<file path="config.mk">
export PLATFORM = sky130hd
export DESIGN_NAME = csr_trap_rsp
export DESIGN_NICKNAME = d
export VERILOG_FILES = /design/src/rtl/csr_trap_rsp.sv
export SDC_FILE = /design/constraint.sdc
export NUM_CORES = 1
export LEC_CHECK = 0
export BUFFER_PORTS_ARGS = -buffer_cell sky130_fd_sc_hd__buf_4
export CAP_MARGIN = 10
export CORE_ASPECT_RATIO = 0.5
export CORE_MARGIN = 4
export CORE_UTILIZATION = 54
export DETAILED_ROUTE_END_ITERATION = 10
export GPL_TIMING_DRIVEN = 0
export PLACE_DENSITY_LB_ADDON = 0.12
export SYNTH_ARGS = -nofsm -noshare
export SYNTH_HDL_FRONTEND = slang
export SYNTH_SLANG_ARGS = --single-unit
</file>
<file path="constraint.sdc">
create_clock -name i_clk -period 3.9 [get_ports i_clk]
set_input_delay 0.195 -clock i_clk [delete_from_list [all_inputs] [get_ports i_clk]]
set_output_delay 0.195 -clock i_clk [all_outputs]
set_load 0.03 [all_outputs]
</file>
<file path="src/rtl/csr_trap_rsp.sv">
// rtl/csr_trap_rsp.sv - machine-mode CSR responder for trap commits with PC-redirect handshake
//
// Holds mstatus, mtvec, mepc and mcause. It serves CSR-instruction reads and
// writes. After each committed ecall or mret, it issues one PC redirect to the IFU.
// Optional feature macro: CSR_MCYCLE_EN adds a 64-bit mcycle counter at 0xB00/0xB80.
//
// Ports:
//   i_clk, i_rst_n                    clock (rising edge), async active-low reset
//   i_mepc_wen/i_mepc_wdata           trap write of mepc
//   i_mcause_wen/i_mcause_wdata       trap write of mcause; marks an ecall commit
//   i_mstatus_wen/i_mstatus_wdata     trap write of mstatus; alone it marks an mret commit
//   i_csr_wen/i_csr_waddr/i_csr_wdata CSR-instruction write port
//   i_csr_raddr/o_csr_rdata           CSR-instruction read port (combinational)
//   o_redirect_valid/o_redirect_pc    redirect request to the IFU
//   i_redirect_ready                  IFU accepts the redirect
//   o_busy                            redirect pending
module csr_trap_rsp #(
  parameter int          DW        = 32,
  parameter logic [31:0] MTVEC_RST = 32'h0000_0000
) (
  input  logic          i_clk,
  input  logic          i_rst_n,
  input  logic          i_mepc_wen,
  input  logic [DW-1:0] i_mepc_wdata,
  input  logic          i_mcause_wen,
  input  logic [DW-1:0] i_mcause_wdata,
  input  logic          i_mstatus_wen,
  input  logic [DW-1:0] i_mstatus_wdata,
  input  logic          i_csr_wen,
  input  logic [11:0]   i_csr_waddr,
  input  logic [DW-1:0] i_csr_wdata,
  input  logic [11:0]   i_csr_raddr,
  output logic [DW-1:0] o_csr_rdata,
  output logic          o_redirect_valid,
  output logic [DW-1:0] o_redirect_pc,
  input  logic          i_redirect_ready,
  output logic          o_busy
);

  localparam logic [11:0] A_MSTATUS = 12'h300;
  localparam logic [11:0] A_MTVEC   = 12'h305;
  localparam logic [11:0] A_MEPC    = 12'h341;
  localparam logic [11:0] A_MCAUSE  = 12'h342;
`ifdef CSR_MCYCLE_EN
  localparam logic [11:0] A_MCYCLE  = 12'hB00;
  localparam logic [11:0] A_MCYCLEH = 12'hB80;
`endif

  typedef enum logic {S_IDLE, S_REDIR} state_t;

  state_t        state_q, state_d;
  // Only MIE and MPIE are stored. MPP is hardwired to 2'b11 on read.
  logic          mie_q, mie_d;
  logic          mpie_q, mpie_d;
  logic [DW-1:0] mtvec_q, mtvec_d;
  logic [DW-1:0] mepc_q, mepc_d;
  logic [DW-1:0] mcause_q, mcause_d;
  logic [DW-1:0] redirect_pc_q, redirect_pc_d;
`ifdef CSR_MCYCLE_EN
  logic [63:0]   mcycle_q, mcycle_d;
`endif

  logic idle;
  logic ecall;
  logic mret;
  logic unused_bits;

  assign unused_bits = ^{i_mstatus_wdata[DW-1:8], i_mstatus_wdata[6:4],
                         i_mstatus_wdata[2:0], i_mepc_wdata[1:0]};

  // Trap writes are only honoured in IDLE. In REDIR they are dropped as a whole.
  assign idle  = (state_q == S_IDLE);
  assign ecall = idle && i_mcause_wen;
  assign mret  = idle && i_mstatus_wen && !i_mcause_wen;

  always_comb begin
    state_d       = state_q;
    mie_d         = mie_q;
    mpie_d        = mpie_q;
    mtvec_d       = mtvec_q;
    mepc_d        = mepc_q;
    mcause_d      = mcause_q;
    redirect_pc_d = redirect_pc_q;

    // CSR-instruction writes are applied first, so trap writes below override them.
    if (i_csr_wen) begin
      case (i_csr_waddr)
        A_MSTATUS: begin
          mie_d  = i_csr_wdata[3];
          mpie_d = i_csr_wdata[7];
        end
        A_MTVEC:  mtvec_d  = {i_csr_wdata[DW-1:2], 2'b00};
        A_MEPC:   mepc_d   = {i_csr_wdata[DW-1:2], 2'b00};
        A_MCAUSE: mcause_d = i_csr_wdata;
        default: ;
      endcase
    end

    if (idle && (i_mepc_wen || i_mcause_wen)) mepc_d = {i_mepc_wdata[DW-1:2], 2'b00};
    if (ecall) mcause_d = i_mcause_wdata;
    if (idle && i_mstatus_wen) begin
      if (i_mcause_wen) begin
        mpie_d = i_mstatus_wdata[3];
        mie_d  = 1'b0;
      end else begin
        mie_d  = i_mstatus_wdata[7];
        mpie_d = 1'b1;
      end
    end

    // The redirect target is taken from the pre-edge registers. Same-cycle CSR writes
    // to mtvec or mepc therefore do not reach it.
    case (state_q)
      S_IDLE: begin
        if (ecall) begin
          redirect_pc_d = {mtvec_q[DW-1:2], 2'b00};
          state_d       = S_REDIR;
        end else if (mret) begin
          redirect_pc_d = mepc_q;
          state_d       = S_REDIR;
        end
      end
      S_REDIR: if (i_redirect_ready) state_d = S_IDLE;
      default: state_d = S_IDLE;
    endcase
  end

`ifdef CSR_MCYCLE_EN
  // A write to one half replaces that half. The other half takes its own
  // incremented value, so a write to the low half gives no carry into the high half.
  always_comb begin
    mcycle_d = mcycle_q + 64'd1;
    if (i_csr_wen && i_csr_waddr == A_MCYCLE)  mcycle_d = {mcycle_q[63:32], i_csr_wdata};
    if (i_csr_wen && i_csr_waddr == A_MCYCLEH) mcycle_d = {i_csr_wdata, mcycle_q[31:0] + 32'd1};
  end

  always_ff @(posedge i_clk or negedge i_rst_n) begin
    if (!i_rst_n) mcycle_q <= 64'd0;
    else          mcycle_q <= mcycle_d;
  end
`endif

  always_ff @(posedge i_clk or negedge i_rst_n) begin
    if (!i_rst_n) begin
      state_q       <= S_IDLE;
      mie_q         <= 1'b0;
      mpie_q        <= 1'b0;
      mtvec_q       <= MTVEC_RST;
      mepc_q        <= '0;
      mcause_q      <= '0;
      redirect_pc_q <= '0;
    end else begin
      state_q       <= state_d;
      mie_q         <= mie_d;
      mpie_q        <= mpie_d;
      mtvec_q       <= mtvec_d;
      mepc_q        <= mepc_d;
      mcause_q      <= mcause_d;
      redirect_pc_q <= redirect_pc_d;
    end
  end

  always_comb begin
    o_csr_rdata = '0;
    case (i_csr_raddr)
      A_MSTATUS: begin
        o_csr_rdata[12:11] = 2'b11;
        o_csr_rdata[7]     = mpie_q;
        o_csr_rdata[3]     = mie_q;
      end
      A_MTVEC:   o_csr_rdata = mtvec_q;
      A_MEPC:    o_csr_rdata = mepc_q;
      A_MCAUSE:  o_csr_rdata = mcause_q;
`ifdef CSR_MCYCLE_EN
      A_MCYCLE:  o_csr_rdata = mcycle_q[31:0];
      A_MCYCLEH: o_csr_rdata = mcycle_q[63:32];
`endif
      default:   o_csr_rdata = '0;
    endcase
  end

  assign o_redirect_valid = (state_q == S_REDIR);
  assign o_busy           = (state_q == S_REDIR);
  assign o_redirect_pc    = redirect_pc_q;

endmodule
</file>
==> metrics <==
average size of a mapped cell=9.74 um^2; routability congestion estimate=0.882; Crit Path Max Fanout=10; worst-case clock buffer depth=2; type of the tightest min-delay check=in2reg; number of remaining DRC errors=0; HPWL after detailed placement=15100 um; most common cell after layout, fill and taps aside=buf_4; Critical Path, Cell by Cell=buf_4 -> nor4b_2 -> nand3_1 -> clkbuf_1 -> o21ai_0 -> buf_4; commonest non-fill, non-tap cells in the layout=195 x buf_4, 125 x dfrtp_1, 94 x nand2_1, 70 x nor2_1, 48 x mux2i_1; Final Skew=9.43 ps; r2r startpoint=o_busy$_DFF_PN0_; CP dominant cell by count=buf_4; Synth-to-Final Area Change=36.5%; Fmax=0.410 GHz; DRT iter0 DRCs=577; Worst setup startpoint=i_csr_raddr[5]; total number of vias=6294; Chip Width=161 um; VDD IR-drop max=0.345 mV; R2R depth=5; global-route wire length before repair=34100 um; slowest CP cell=nand3_1; Slew @ Worst Pin=764 ps; root buf cell=clkbuf_16; Synth warnings=0; largest net degree at the start of global routing=95; CTS tree=built; Initial Utilization=56.4%; Tcrit/Tclk final=62.6%; slew margin rel.=49.0%; Crit. End Element=output pin; Register Area=3130 um^2; DRT Pass-1 Iters=7; # fillers=794; Power Density=501 nW/um^2; Synth Register Bits=125; RSZ-0062 raised after global routing=false; die area=13600 um^2; antenna-violating nets left=0; htree depth=4; Worst EP required=3700 ps; reg2reg setup slack=1710 ps; Clock Latency Late Sink=430 ps; Nets=1021; I/O Buffers=190; share of cells above drive strength 1=32.8%; final setup fails=0; Multi-input gate area=2930 um^2; Overflow after GRT=0; CP peak stage delay=510 ps; Worst Path Arrival=2240 ps; outcome=finished, final reports clean; Crit Path Class=in2out; Final Hold Viols=0; Setup Fix Bufs, Post-CTS=0; CTS sink cnt=125; Max Cap Viol=0; per-cell routed wire length=21.0 um; Synth Instances=648; floorplan core area=11200 um^2; Post-Syn Area=6310 um^2; R2R Path End=o_redirect_pc[31]$_DFFE_PN0P_; pre-CTS WS=1560 ps; setup TNS=0 ps; vias in the first global route=6378; drt total wl=21800 um; CTS Buf Count=17; sequential share of the synthesized area=49.6%; Yosys cell types=44; Startpoint Class=primary input; Final Max Tran Viols=0; Ports=225; row count=27; clock-pin slew on the worst setup and hold paths=60 ps; n_diodes=0; GRT Util Overall=32.6%; Die Span Y=84.4 um; fin crit period=2440 ps; post-route setup slack=1460 ps; Pleak=4.22 nW; initial antenna violation count=0; vias per cell=6.09; CP endpoint=o_csr_rdata[17]
-- worst min path at each step --
stage               slack [ps]  depth (start not counted)        startpoint                      end
CTS                         20                          2   i_csr_wdata[31]   mepc_q[31]$_DFFE_PN0P_
detailed placement         100                          1           i_rst_n   mepc_q[31]$_DFFE_PN0P_
finish                      10                          2   i_csr_wdata[29]  mtvec_q[29]$_DFFE_PN0P_
global placement           370                          2  i_redirect_ready         o_busy$_DFF_PN0_
global route                10                          2   i_csr_wdata[29]  mtvec_q[29]$_DFFE_PN0P_
floorplan                 -100                          0           i_rst_n  mcause_q[0]$_DFFE_PN0P_
-- through the flow --
stage / hold WS (ps) / power, mW / utilization, % / area, um^2 / std cells
5_1_grt: 13.0 / 4.48 / 77.0 / 8610 / 1034
3_3_place_gp: 371 / 2.60 / 71.0 / 7940 / 998
2_1_floorplan: -101 / 2.21 / - / 6310 / 649
4_1_cts: 16.4 / 4.29 / 77.0 / 8610 / 1034
6_report: 14.1 / 4.31 / 77.0 / 8610 / 1034
3_5_place_dp: 102 / 2.64 / 71.3 / 7970 / 999
-- cells in the mapped netlist --
library cell,instances,area (um^2)
and2_1,10,62.6
conb_1,1,3.75
nor2b_1,3,18.8
buf_1,3,11.3
and2_4,1,8.76
and4_1,2,17.5
o221a_2,4,45.0
a22o_1,4,35.0
a22oi_1,30,225
nor3b_1,1,7.51
buf_2,13,65.1
and4bb_1,1,12.5
mux2_2,29,327
nor3_2,1,10.0
nand3_1,19,95.1
and2b_1,1,7.51
or4_1,1,7.51
nand4_1,2,12.5
or3_1,5,31.3
a31oi_1,32,200
or4bb_1,1,11.3
nand4_4,1,21.3
a21oi_1,33,165
dfrtp_1,125,3130
mux2_1,2,22.5
or2_1,1,6.26
clkbuf_1,30,113
and4bb_2,2,25.0
o21ai_0,42,210
o21ai_1,2,10.0
a221o_1,9,90.1
nor4_2,1,12.5
and3_1,3,18.8
nor3_4,1,16.3
nor2_1,70,263
nor2_2,1,6.26
buf_4,6,45.0
mux2i_1,48,480
buf_6,2,22.5
nor3_1,1,5.00
nand2_1,94,353
nand2b_1,6,37.5
nor4b_2,2,30.0
o22ai_1,2,12.5
-- cell families (layout without fill, tap and decap cells) --
group / count (synthesis) / count (layout) / share of synthesized area [%]
and+or+nand+nor: 231 / 231 / 17.4
AOI/OAI and AO/OA: 158 / 158 / 15.7
DFF: 125 / 125 / 49.6
muxes: 79 / 79 / 13.1
buffers and inverters: 54 / 280 / 4.07
other: 1 / 2 / 0.0594
-- worst max-delay path, delay by kind of cell --
| family | cells | cell delay [ps] |
|---|---|---|
| AND/OR/NAND/NOR | 2 | 970 |
| buffers and inverters | 3 | 730 |
| AO/OA/AOI/OAI | 1 | 340 |
-- per-layer routing --
metal | share of wire [%] | global-route usage, %
met1 | 40 | 43.5
met2 | 46 | 51.9
met3 | 12 | 10.9
met4 | 2.2 | 8.13
met5 | 0 | 0
-- where the power goes --
part	switching [mW]	total (mW)	internal, mW
registers	0.161	1.69	1.52
clock network	0.657	1.67	1.02
logic	0.537	0.951	0.414
-- cell type report --
class	instances	area share, %
sequential	125	36.3
multi-input combinational	470	34.0
timing repair buffer	194	17.3
clock buffer	17	4.94
buffer	54	2.98
tap	159	2.31
clock inverter	15	2.15
-- flip-flops by register name (all words and copies together), names as in the netlist --
register / count
mepc_q: 30
mpie_q: 1
o_redirect_pc: 30
mie_q: 1
o_busy: 1
mtvec_q: 30
mcause_q: 32
-- what timing repair did --
item | in CTS | in global routing
hold buffers | 3 | 0
hold endpoints to repair | 33 | 0
resized for setup | 0 | 0
(Power assumes the default switching activity.)
